==> src/rtl/i2carb_pkg.sv <==
// rtl/i2carb_pkg.sv - shared types and constants for the i2c master arbiter
package i2carb_pkg;

  typedef enum logic [2:0] {IDLE, ISSUE, ARM, WAIT, DONE} state_t;

  localparam logic [1:0] OP_STOP    = 2'b00;
  localparam logic [1:0] OP_RESTART = 2'b01;
  localparam logic [1:0] OP_READ    = 2'b10;
  localparam logic [1:0] OP_WRITE   = 2'b11;

  localparam int BUSY = 63;
  localparam int ERR  = 62;

  // Clocks allowed in ARM for the master to raise busy after wrcmd
  localparam int ARM_CLKS = 4;

endpackage

==> src/rtl/i2carbiter_rrpick.sv <==
// rtl/i2carbiter_rrpick.sv - combinational round-robin picker
module rrpick
  import i2carb_pkg::*;
#(
  parameter int NREQ = 2,
  parameter int IW   = 1
) (
  input  logic [NREQ-1:0] reqs,
  input  logic [IW-1:0]   last,
  output logic            valid,
  output logic [IW-1:0]   winner
);

  logic [IW:0] cand;

  // Scan last+1 .. last+NREQ modulo NREQ; the first requester found wins
  always_comb begin
    valid  = 1'b0;
    winner = '0;
    cand   = '0;
    for (int k = 1; k <= NREQ; k++) begin
      cand = {1'b0, last} + (IW+1)'(k);
      if (cand >= (IW+1)'(NREQ)) cand = cand - (IW+1)'(NREQ);
      if (!valid && reqs[cand[IW-1:0]]) begin
        valid  = 1'b1;
        winner = cand[IW-1:0];
      end
    end
  end

endmodule

==> src/rtl/i2carbiter.sv <==
// rtl/i2carbiter.sv - round-robin sequencer sharing one i2c master between NREQ requesters
module i2carbiter
  import i2carb_pkg::*;
#(
  parameter int NREQ   = 2,
  parameter int TOBITS = 24
) (
  input  logic               CLOCK,
  input  logic               RESET,
  input  logic [NREQ-1:0]    reqs,
  input  logic [NREQ*64-1:0] cmds,
  output logic [NREQ-1:0]    dones,
  output logic [63:0]        rspdata,
  output logic               rsperr,
  output logic [NREQ-1:0]    grant,
  output logic               busy,
  output logic               wrcmd,
  output logic [63:0]        command,
  input  logic [63:0]        status,
  output logic               mreset
);

  localparam int IW = $clog2(NREQ);

  state_t            state_q, state_d;
  logic [IW-1:0]     last_q, last_d;
  logic [TOBITS-1:0] wd_q, wd_d;
  logic [NREQ-1:0]   dones_q, dones_d;
  logic [NREQ-1:0]   grant_q, grant_d;
  logic [63:0]       rspdata_q, rspdata_d;
  logic [63:0]       command_q, command_d;
  logic              rsperr_q, rsperr_d;
  logic              busy_q, busy_d;
  logic              wrcmd_q, wrcmd_d;
  logic              mreset_q, mreset_d;
  logic              fin_ok, fin_to;
  logic              pick_valid;
  logic [IW-1:0]     pick_idx;

  rrpick #(.NREQ(NREQ), .IW(IW)) u_rrpick (
    .reqs   (reqs),
    .last   (last_q),
    .valid  (pick_valid),
    .winner (pick_idx)
  );

  always_comb begin
    state_d   = state_q;
    last_d    = last_q;
    wd_d      = wd_q;
    dones_d   = '0;
    grant_d   = grant_q;
    rspdata_d = rspdata_q;
    command_d = command_q;
    rsperr_d  = rsperr_q;
    busy_d    = busy_q;
    wrcmd_d   = 1'b0;
    mreset_d  = 1'b0;
    fin_ok    = 1'b0;
    fin_to    = 1'b0;
    case (state_q)
      IDLE: begin
        if (pick_valid) begin
          last_d    = pick_idx;
          command_d = cmds[{pick_idx, 6'b0} +: 64];
          grant_d   = NREQ'(1) << pick_idx;
          busy_d    = 1'b1;
          wrcmd_d   = 1'b1;
          state_d   = ISSUE;
        end
      end
      ISSUE: begin
        wd_d    = '0;
        state_d = ARM;
      end
      ARM: begin
        if (status[BUSY]) begin
          wd_d    = '0;
          state_d = WAIT;
        end else if (wd_q == TOBITS'(ARM_CLKS - 1)) begin
          fin_to = 1'b1;
        end else begin
          wd_d = wd_q + TOBITS'(1);
        end
      end
      WAIT: begin
        if (!status[BUSY]) fin_ok = 1'b1;
        else if (&wd_q)    fin_to = 1'b1;
        else               wd_d   = wd_q + TOBITS'(1);
      end
      DONE: begin
        grant_d = '0;
        busy_d  = 1'b0;
        state_d = IDLE;
      end
      default: state_d = IDLE;
    endcase
    if (fin_ok) begin
      rspdata_d = status;
      rsperr_d  = status[ERR];
    end
    // Timeout reports the master's last status with the error bit forced
    if (fin_to) begin
      rspdata_d      = status;
      rspdata_d[ERR] = 1'b1;
      rsperr_d       = 1'b1;
      mreset_d       = 1'b1;
    end
    if (fin_ok || fin_to) begin
      dones_d = grant_q;
      state_d = DONE;
    end
  end

  always_ff @(posedge CLOCK) begin
    if (RESET) begin
      state_q   <= IDLE;
      last_q    <= IW'(NREQ - 1);
      wd_q      <= '0;
      dones_q   <= '0;
      grant_q   <= '0;
      rspdata_q <= '0;
      command_q <= '0;
      rsperr_q  <= 1'b0;
      busy_q    <= 1'b0;
      wrcmd_q   <= 1'b0;
      mreset_q  <= 1'b0;
    end else begin
      state_q   <= state_d;
      last_q    <= last_d;
      wd_q      <= wd_d;
      dones_q   <= dones_d;
      grant_q   <= grant_d;
      rspdata_q <= rspdata_d;
      command_q <= command_d;
      rsperr_q  <= rsperr_d;
      busy_q    <= busy_d;
      wrcmd_q   <= wrcmd_d;
      mreset_q  <= mreset_d;
    end
  end

  assign dones   = dones_q;
  assign rspdata = rspdata_q;
  assign rsperr  = rsperr_q;
  assign grant   = grant_q;
  assign busy    = busy_q;
  assign wrcmd   = wrcmd_q;
  assign command = command_q;
  assign mreset  = mreset_q;

endmodule
==> config.mk <==
export PLATFORM = sky130hd
export DESIGN_NAME = i2carbiter
export DESIGN_NICKNAME = d
export VERILOG_FILES = /design/src/rtl/i2carb_pkg.sv /design/src/rtl/i2carbiter_rrpick.sv /design/src/rtl/i2carbiter.sv
export SDC_FILE = /design/constraint.sdc
export NUM_CORES = 1
export LEC_CHECK = 0
export CAP_MARGIN = 20
export CORE_ASPECT_RATIO = 1.1
export CORE_MARGIN = 2
export CORE_UTILIZATION = 42
export DETAILED_ROUTE_END_ITERATION = 6
export PLACE_DENSITY = 0.79
export SYNTH_ARGS = -nofsm -noshare
export SYNTH_HDL_FRONTEND = slang
export SYNTH_HIERARCHICAL = 1
export SYNTH_SLANG_ARGS = --single-unit
==> constraint.sdc <==
create_clock -name CLOCK -period 2.6 [get_ports CLOCK]
set_input_delay 0.39 -clock CLOCK [delete_from_list [all_inputs] [get_ports CLOCK]]
set_output_delay 0.39 -clock CLOCK [all_outputs]
set_load 0.02 [all_outputs]
# [After elaboration in Yosys (flattened, before gate mapping)]
# Cells that the tools add are included.
# W data, S select, Z words.
[word_totals] wordCells=91 register_bits=164 in_bits=196 output_inout_bits=136
[op_classes] shift=2 addsub=5 reduce_logical=16 mux=36 eq_ne=13 bitwise_logic=3 order_cmp=4
[op_table] op="$mux W64" n=2
[op_table] op="$shiftx A128 B8 Y64" n=1
[op_table] op="$mux W24" n=4
[op_table] op="$pmux W24 S3" n=1
[op_table] op="$add A24 B1 Y24 const B" n=1
[op_table] op="$eq A24 B2 Y1 const B" n=1
[op_table] op="$reduce_and A24 Y1" n=1
[op_table] op="$mux W1" n=21
[op_table] op="$pmux W3 S4" n=1
[op_table] op="$ne A2 B2 Y1 const B" n=5
[op_table] op="$mux W3" n=3
[op_table] op="$ne A3 B3 Y1 const B" n=3
[op_table] op="$eq A3 B2 Y1 const B" n=2
[op_table] op="$reduce_and A3 Y1" n=2
[op_table] op="$reduce_or A2 Y1" n=3
[op_table] op="$ge A2 B2 Y1 const B" n=2
[op_table] op="$lt A1 B2 Y1 const B" n=2
[op_table] op="$pmux W1 S2" n=2
[op_table] op="$pmux W2 S2" n=1
[op_table] op="$reduce_and A2 Y1" n=2
[op_table] op="$reduce_and A4 Y1" n=1
[op_table] op="$reduce_bool A2 Y1" n=2
[op_table] op="$eq A3 B1 Y1 const B" n=1
[op_table] op="$eq A3 B3 Y1 const B" n=1
[op_table] op="11 further kinds" n=14

# [Longest topological paths before layout]
# Gate-level depths: netlist of run 1.
[logic_depth] word_depth=12 ltp_mapped=8 depth_no_buf=6

# [Cells and area by module]
# The synthesis of run 1 kept the hierarchy.
[by_module_without_submodules] mod="i2carbiter" instances=1 area_each_um2=7330.8 seq_area_each_um2=3263.1 cells_each=822
[by_module_without_submodules] mod="rrpick" instances=1 area_each_um2=13.8 seq_area_each_um2=0.0 cells_each=2

# [Worst setup path after synthesis of run 1]
# OpenSTA, ideal clock, no wires.
[synth_timing] path_type="register to register" startpoint="reg wd_q[0]" endpoint="reg wd_q[9]" required_ps=2465 path_stages_with_launch=9 n_path_buf=2 arrival_ps=1889 setup_time_ps=135 path_slack_ps=576 period_less_slack_ps=2024 cell_sequence="dfxtp_1 > ha_1 > and4_1 > and4_1 > a22o_1 > buf_2 > buf_2 > o311ai_0 > o41ai_1"
[synth_between] elab_chain_len=4 elab_cells_between_ends=11 classes_between="add/sub (1); eq/ne (3); mux (5); reduce/logical (2)"
[synth_rtl] element="start, declared" line="i2carbiter.sv:27" text="logic [TOBITS-1:0] wd_q, wd_d;"
[synth_rtl] element="start signal, assigned" line="i2carbiter.sv:131" text="wd_q <= wd_d;"
[synth_rtl] element="$add A24 B1 Y24" line="i2carbiter.sv:83, i2carbiter.sv:89"
[synth_rtl] element="$mux W24, on equally long branches" line="i2carbiter.sv:88, i2carbiter.sv:80"
[synth_rtl] element="$mux W24, on equally long branches" line="i2carbiter.sv:87, i2carbiter.sv:77"
[synth_rtl] element="$pmux W24 S3" line="i2carbiter.sv:61" text="case (state_q)"
# Parallel ways exist; a longest one is shown, timed or not. The select of a mux whose other input is x is not followed.
# A chain may end at the register's enable or synchronous reset.

# [Final worst setup path of run 1]
[layout_timing] startpoint="reg wd_q[0]" endpoint="reg wd_q[5]"
# The elaborated chain is that of the path after synthesis.

==> flow_metrics.py, run 1 <==
metrics = {
    "global_route": {
        "grt_pass1_vias": 7035,
        "overflow": 0,
        "grt_max_degree": 66,
        "grt_pass1_wl_um": 37000,
        "grt_usage_pct": 25.6,
        "antenna_found_initial": 0,
    },
    "critical_path": {
        "crit_top_cell": "and4_1",
        "crit_start": "wd_q[0]",
        "cp-end-kind": "flop",
        "slowest_delay_ns": 0.45,
        "crit_fanout": 21,
        "worst-path-stages": 7,
        "timing.rr.start": "wd_q[0]",
        "r2r_cells": 7,
        "critPathKind": "flop to flop",
        "startpoint_type": "flop",
        "crit_family": "compound AO/OA/AOI/OAI gates",
        "worstPathRequired_ns": 2.87,
        "worstReg2RegEnd": "wd_q[5]",
        "critPathBufInv": 1,
        "rrSetupSlack_ns": 0.21,
        "worst_path_max_delay_cell": "o311ai_0",
        "crit_end": "wd_q[5]",
        "crit_arrival_ns": 2.67,
        "crit_chain": "ha_1, and4_1, and4_1, a22o_1, buf_4, o311ai_0, o41ai_1",
    },
    "routing": {
        "dr.first_iter.drc_count": 410,
        "vias": 7533,
        "drt_pass1_iterations": 5,
        "viasPerCell": 5.47,
        "ant_nets": 0,
        "wl_um": 24800,
        "post-route-drc-count": 0,
        "wl_per_cell_um": 18.0,
    },
    "timing": {
        "period_share_pct": 92.1,
        "rsz0062_at_grt": "false",
        "hold_viol": 0,
        "fmax_mhz": 418,
        "slew_viol_final": 0,
        "tightestPinTransition_ns": 0.693,
        "setup_violations": 0,
        "worst_clock_skew_ns": 0.00528,
        "fin_crit_ns": 2.39,
        "slew_headroom_pct": 53.8,
        "setup-tns-final_ns": 0,
    },
    "clock_network": {
        "root_buffer": "clkbuf_16",
        "cts_tree": "done",
        "post_cts_buffers": 0,
        "clk_path_buf_depth": 2,
        "numClockSinks": 163,
        "htreeDepth": 4,
        "cts_hold_buf": 0,
        "cts_made_buffers": 17,
        "worst_skew_pair.late_latency_ns": 0.42,
        "clk_pin_slew_ns": 0.06,
        "ctsResizeCount": 0,
    },
    "placement": {
        "place_congestion": 0.885,
        "dpl.hpwl_um": 18200,
        "numPortBuffers": 331,
    },
    "layout": {
        "synthToLayoutAreaGrowth_pct": 58.6,
        "antenna_cells": 0,
        "drive_gt1_share_pct": 7.70,
        "final_nets": 1329,
    },
    "synthesis": {
        "yosys_warnings": 6,
        "ys_ff_latch": 163,
        "syn_nets": 1021,
        "avgSynthCellArea_um2": 8.91,
        "synthArstFlopShare_pct": 0,
        "seq_area_frac_synth_pct": 44.4,
        "synth_ff_type": "dfxtp_1",
        "synthCells": 824,
        "synth_edf_count": 0,
        "syn_area_um2": 7340,
        "yosysUniqueCellTypes": 53,
    },
    "die": {
        "initial_core_util_pct": 43.0,
        "dieArea_um2": 18600,
        "core_area_um2": 17100,
        "die_h_um": 143,
        "rows": 50,
        "ios": 332,
        "fp.dieW_um": 130,
    },
    "power": {
        "p_per_area_nw_per_um2": 635,
        "leakage_nw": 4.36,
        "ir_drop_uv": 453,
        "fin_total_pwr_w": 0.00739,
    },
    "hold_path": {
        "holdPathStages": 2,
        "hp-start": "rspdata[63]",
        "min_path_type": "flop to flop",
    },
    "run_status": {
        "status": "finished clean",
    },
    "job": {
        "cap_viol_max_count": 0,
    },
}
-- area by class of cell --
| class | count | area (um2) |
|---|---|---|
| fillers | 1386 | 5430 |
| repair buffers | 374 | 3720 |
| multi-input cells | 572 | 3710 |
| flip-flops and latches | 163 | 3260 |
| clock buffers | 18 | 439 |
| well taps | 234 | 293 |
| clock inverters | 12 | 205 |
| inverters | 4 | 17.5 |
-- cells by family (layout without fill, tap and decap cells) --
family                     Yosys count  after routing  synth area share [%]
adders and majority gates            1              1                 0.170
AOI/OAI and AO/OA                  265            265                  25.2
muxes                               66             66                  8.99
DFF                                163            163                  44.4
buffers and inverters               89            408                  5.64
and+or+nand+nor                    240            240                  15.5
-- routing by layer --
layer	up-vias	routed length, um	global-route usage, %
met5	-	0	0
met4	0	748	10.8
met3	48	2010	6.07
met2	347	12400	44.4
met1	3476	9630	30.0
li1	3662	-	-
-- worst register-to-register path, stage by stage, from the launching register on --
cell	delay [ns]
dfxtp_1	0.36
ha_1	0.27
and4_1	0.22
and4_1	0.28
a22o_1	0.27
buf_4	0.21
o311ai_0	0.45
o41ai_1	0.18
-- registers in the layout (all words and copies together), names as in the netlist --
register	count
last_q	1
mreset	1
wrcmd	1
state_q	3
dones	2
command	64
grant	2
rspdata	64
busy	1
wd_q	24
-- power breakdown --
group          total (W)  switching, W  internal, W  leakage (nW)
combinational    0.00181      0.000909     0.000905          2.72
sequential       0.00283      0.000127      0.00270          1.33
clock            0.00275       0.00102      0.00173         0.309
total            0.00739       0.00206      0.00533          4.36
-- per-stage QoR --
step,instances,util [%],setup WS (ns),hold slack [ns],area [um2]
after global placement,1347,64.4,0.228,0.454,11000
after CTS,1377,68.2,0.232,0.476,11600
after detailed placement,1347,64.4,0.175,0.462,11000
after floorplan,824,-,0.576,0.442,7340
after global routing,1377,68.2,0.131,0.492,11600
final,1377,68.2,0.206,0.475,11600
-- how the worst min path moves through the flow --
stage	slack [ns]	end
after CTS	0.48	rspdata[63]
after detailed placement	0.46	rspdata[24]
final	0.47	rspdata[63]
after floorplan	0.44	last_q
after global placement	0.45	rspdata[16]
after global routing	0.49	rspdata[36]
-- cells in the final DEF (no fill, tap or decap), drive strengths merged, types with 10 or more instances in the layout --
cell type      count
o31ai             11
dfxtp            163
nor4              10
clkbuf            18
nor2              86
nand2             81
mux2i             66
and3              10
clkdlybuf4s50    330
buf               44
o21ai             11
nand3             11
a211oi            67
a31o              62
a21oi             82
-- synth_stat cells (all sizes together) (2+ instances only) --
library cell	instances	area share [%]
dfxtp	163	44
nor2	86	4.5
a21oi	82	5.6
nand2	81	4.1
a211oi	67	6.8
mux2i	66	9.0
a31o	62	7.4
clkbuf	55	2.8
buf	30	2.6
nand3	11	0.75
o21ai	11	0.75
o31ai	11	1.1
and3	10	0.85
nor4	10	1.1
o311ai	9	1.1
and4	8	0.95
nand4	7	0.68
a31oi	5	0.43
nand4b	5	0.60
inv	4	0.20
nor3	4	0.27
o41ai	4	0.48
and2	3	0.26
or4	3	0.31
a22oi	2	0.20
a41oi	2	0.24
nand2b	2	0.17
nor4b	2	0.24
or2	2	0.17
or3	2	0.17
No activity file was read; power rests on OpenSTA's default activity.
==> run 2, diff against run 1 <==
--- a/config.mk
+++ b/config.mk
@@ -11,6 +11,7 @@
 export CORE_UTILIZATION = 42
 export DETAILED_ROUTE_END_ITERATION = 6
 export PLACE_DENSITY = 0.79
+export REMOVE_ABC_BUFFERS = 1
 export SYNTH_ARGS = -nofsm -noshare
 export SYNTH_HDL_FRONTEND = slang
 export SYNTH_HIERARCHICAL = 1
==> run 2 against run 1 <==
Net effect:
- clock skew is 0.0066 ns higher
- sequential cell count stayed put
- sequential share of layout area is 0.10 points lower
- combinational power hardly changed
- setup slack worse by 0.091 ns
- cell count is 0.15% higher
- sequential power hardly changed
- highest routed layer unchanged
==> flow_metrics.py, run 2 (synthesis results as in run 1) <==
metrics = {
    "run_status": {
        "status": "finished clean",
    },
    "clock_network": {
        "cts_hold_buf": 0,
        "post_cts_buffers": 0,
        "numClockSinks": 163,
        "clk_path_buf_depth": 2,
        "worst_skew_pair.late_latency_ns": 0.42,
        "cts_made_buffers": 17,
        "htreeDepth": 4,
        "ctsResizeCount": 0,
        "cts_tree": "done",
        "clk_pin_slew_ns": 0.06,
        "root_buffer": "clkbuf_16",
    },
    "power": {
        "leakage_nw": 4.39,
        "intPower_w": 0.00550,
        "p_comb_share_pct": 24.5,
        "ir_drop_uv": 465,
        "p_per_area_nw_per_um2": 642,
        "seq_power_share_pct": 37.5,
        "p_sw_share_pct": 26.8,
        "p_switching_w": 0.00201,
        "clkPwrFrac_pct": 38.0,
    },
    "placement": {
        "numPortBuffers": 331,
        "pre_cts_slack_ns": 0.154,
        "dpl.hpwl_um": 18200,
        "post-place-cells": 1350,
        "place_congestion": 0.958,
    },
    "routing": {
        "wl_um": 24300,
        "dr.first_iter.drc_count": 514,
        "ant_nets": 0,
        "viasPerCell": 5.41,
        "drt_pass1_iterations": 6,
        "wl_per_cell_um": 17.7,
        "post-route-drc-count": 0,
        "vias": 7463,
    },
    "critical_path": {
        "worstPathRequired_ns": 2.87,
        "cp-end-kind": "flop",
        "startpoint_type": "flop",
        "crit_arrival_ns": 2.76,
        "crit_fanout": 10,
        "critPathKind": "flop to flop",
    },
    "die": {
        "core_area_um2": 17100,
        "die_h_um": 143,
        "ios": 332,
        "fp.dieW_um": 130,
        "initial_core_util_pct": 43.0,
        "dieArea_um2": 18600,
        "rows": 50,
    },
    "timing": {
        "setup_violations": 0,
        "rsz0062_at_grt": "false",
        "tightestPinTransition_ns": 0.693,
        "fin_crit_ns": 2.48,
        "finalWorstSetupSlack_ns": 0.115,
        "hold_viol": 0,
        "slew_headroom_pct": 53.7,
        "period_share_pct": 95.6,
        "slew_viol_final": 0,
        "fmax_mhz": 402,
        "worst_clock_skew_ns": 0.0119,
    },
    "hold_path": {
        "min_path_type": "primary input to flop",
    },
    "layout": {
        "fin_cells": 1379,
        "synthToLayoutAreaGrowth_pct": 59.2,
        "antenna_cells": 0,
        "final_common_cell": "clkdlybuf4s50_1",
        "final_nets": 1332,
        "final_cell_mix": "clkdlybuf4s50_1 (330), dfxtp_1 (163), nor2_1 (84), a21oi_1 (82), nand2_1 (80)",
        "drive_gt1_share_pct": 7.69,
    },
    "global_route": {
        "overflow": 0,
        "grt_pass1_vias": 6951,
        "grt_pass1_wl_um": 37000,
        "grt_usage_pct": 25.5,
        "antenna_found_initial": 0,
        "grt_max_degree": 63,
    },
    "job": {
        "cap_viol_max_count": 0,
    },
}
run 2: layout make-up:
| class | instances | area [um2] |
|---|---|---|
| Multi-Input combinational cell | 572 | 3710 |
| Timing Repair Buffer | 377 | 3740 |
| Clock buffer | 19 | 433 |
| Fill cell | 1374 | 5390 |
| Inverter | 4 | 17.5 |
| Tap cell | 234 | 293 |
| Sequential cell | 163 | 3260 |
| Clock inverter | 10 | 233 |
run 2: power groups by stage:
stage	Clock, W	Combinational [W]	Sequential (W)
after CTS	0.00290	0.00185	0.00282
after floorplan	0	0.000649	0.00309
final	0.00285	0.00184	0.00282
after global placement	0	0.00182	0.00286
after global routing	0.00299	0.00196	0.00284
after detailed placement	0	0.00184	0.00287
run 2: final timing paths:
| check | from | endpoint | slack [ns] | cells after the start |
|---|---|---|---|---|
| hold / removal | RESET | command[5] | 0.31 | 2 |
| setup / recovery | wd_q[0] | wd_q[8] | 0.12 | 7 |
| hold reg to reg | rspdata[35] | rspdata[35] | 0.47 | 1 |
| setup reg to reg | wd_q[0] | wd_q[8] | 0.12 | 7 |
run 2: stage by stage:
stage	TNS, ns	power [W]	hold slack [ns]	instance area (um2)	util, %
after floorplan	-383.16	0.00374	0.442	6950	-
final	0	0.00751	0.313	11700	68.5
after global routing	0	0.00780	0.327	11700	68.5
after detailed placement	0	0.00471	0.462	11000	64.6
after CTS	0	0.00757	0.306	11700	68.5
after global placement	0	0.00468	0.454	11000	64.6
run 2: layer usage:
metal	up-vias	share of wire, %	global-route usage (%)
met3	43	9.1	6.59
met4	0	2.8	9.68
li1	3685	-	-
met5	-	0	0
met1	3383	39	30.0
met2	352	50	44.3
run 2: critical path, cell delays in order (launching register included):
cell      delay (ns)
dfxtp_1         0.36
ha_1            0.29
and4_1          0.25
and4_1          0.30
a22o_1          0.37
buf_4           0.21
o311ai_0        0.40
o41ai_1         0.16
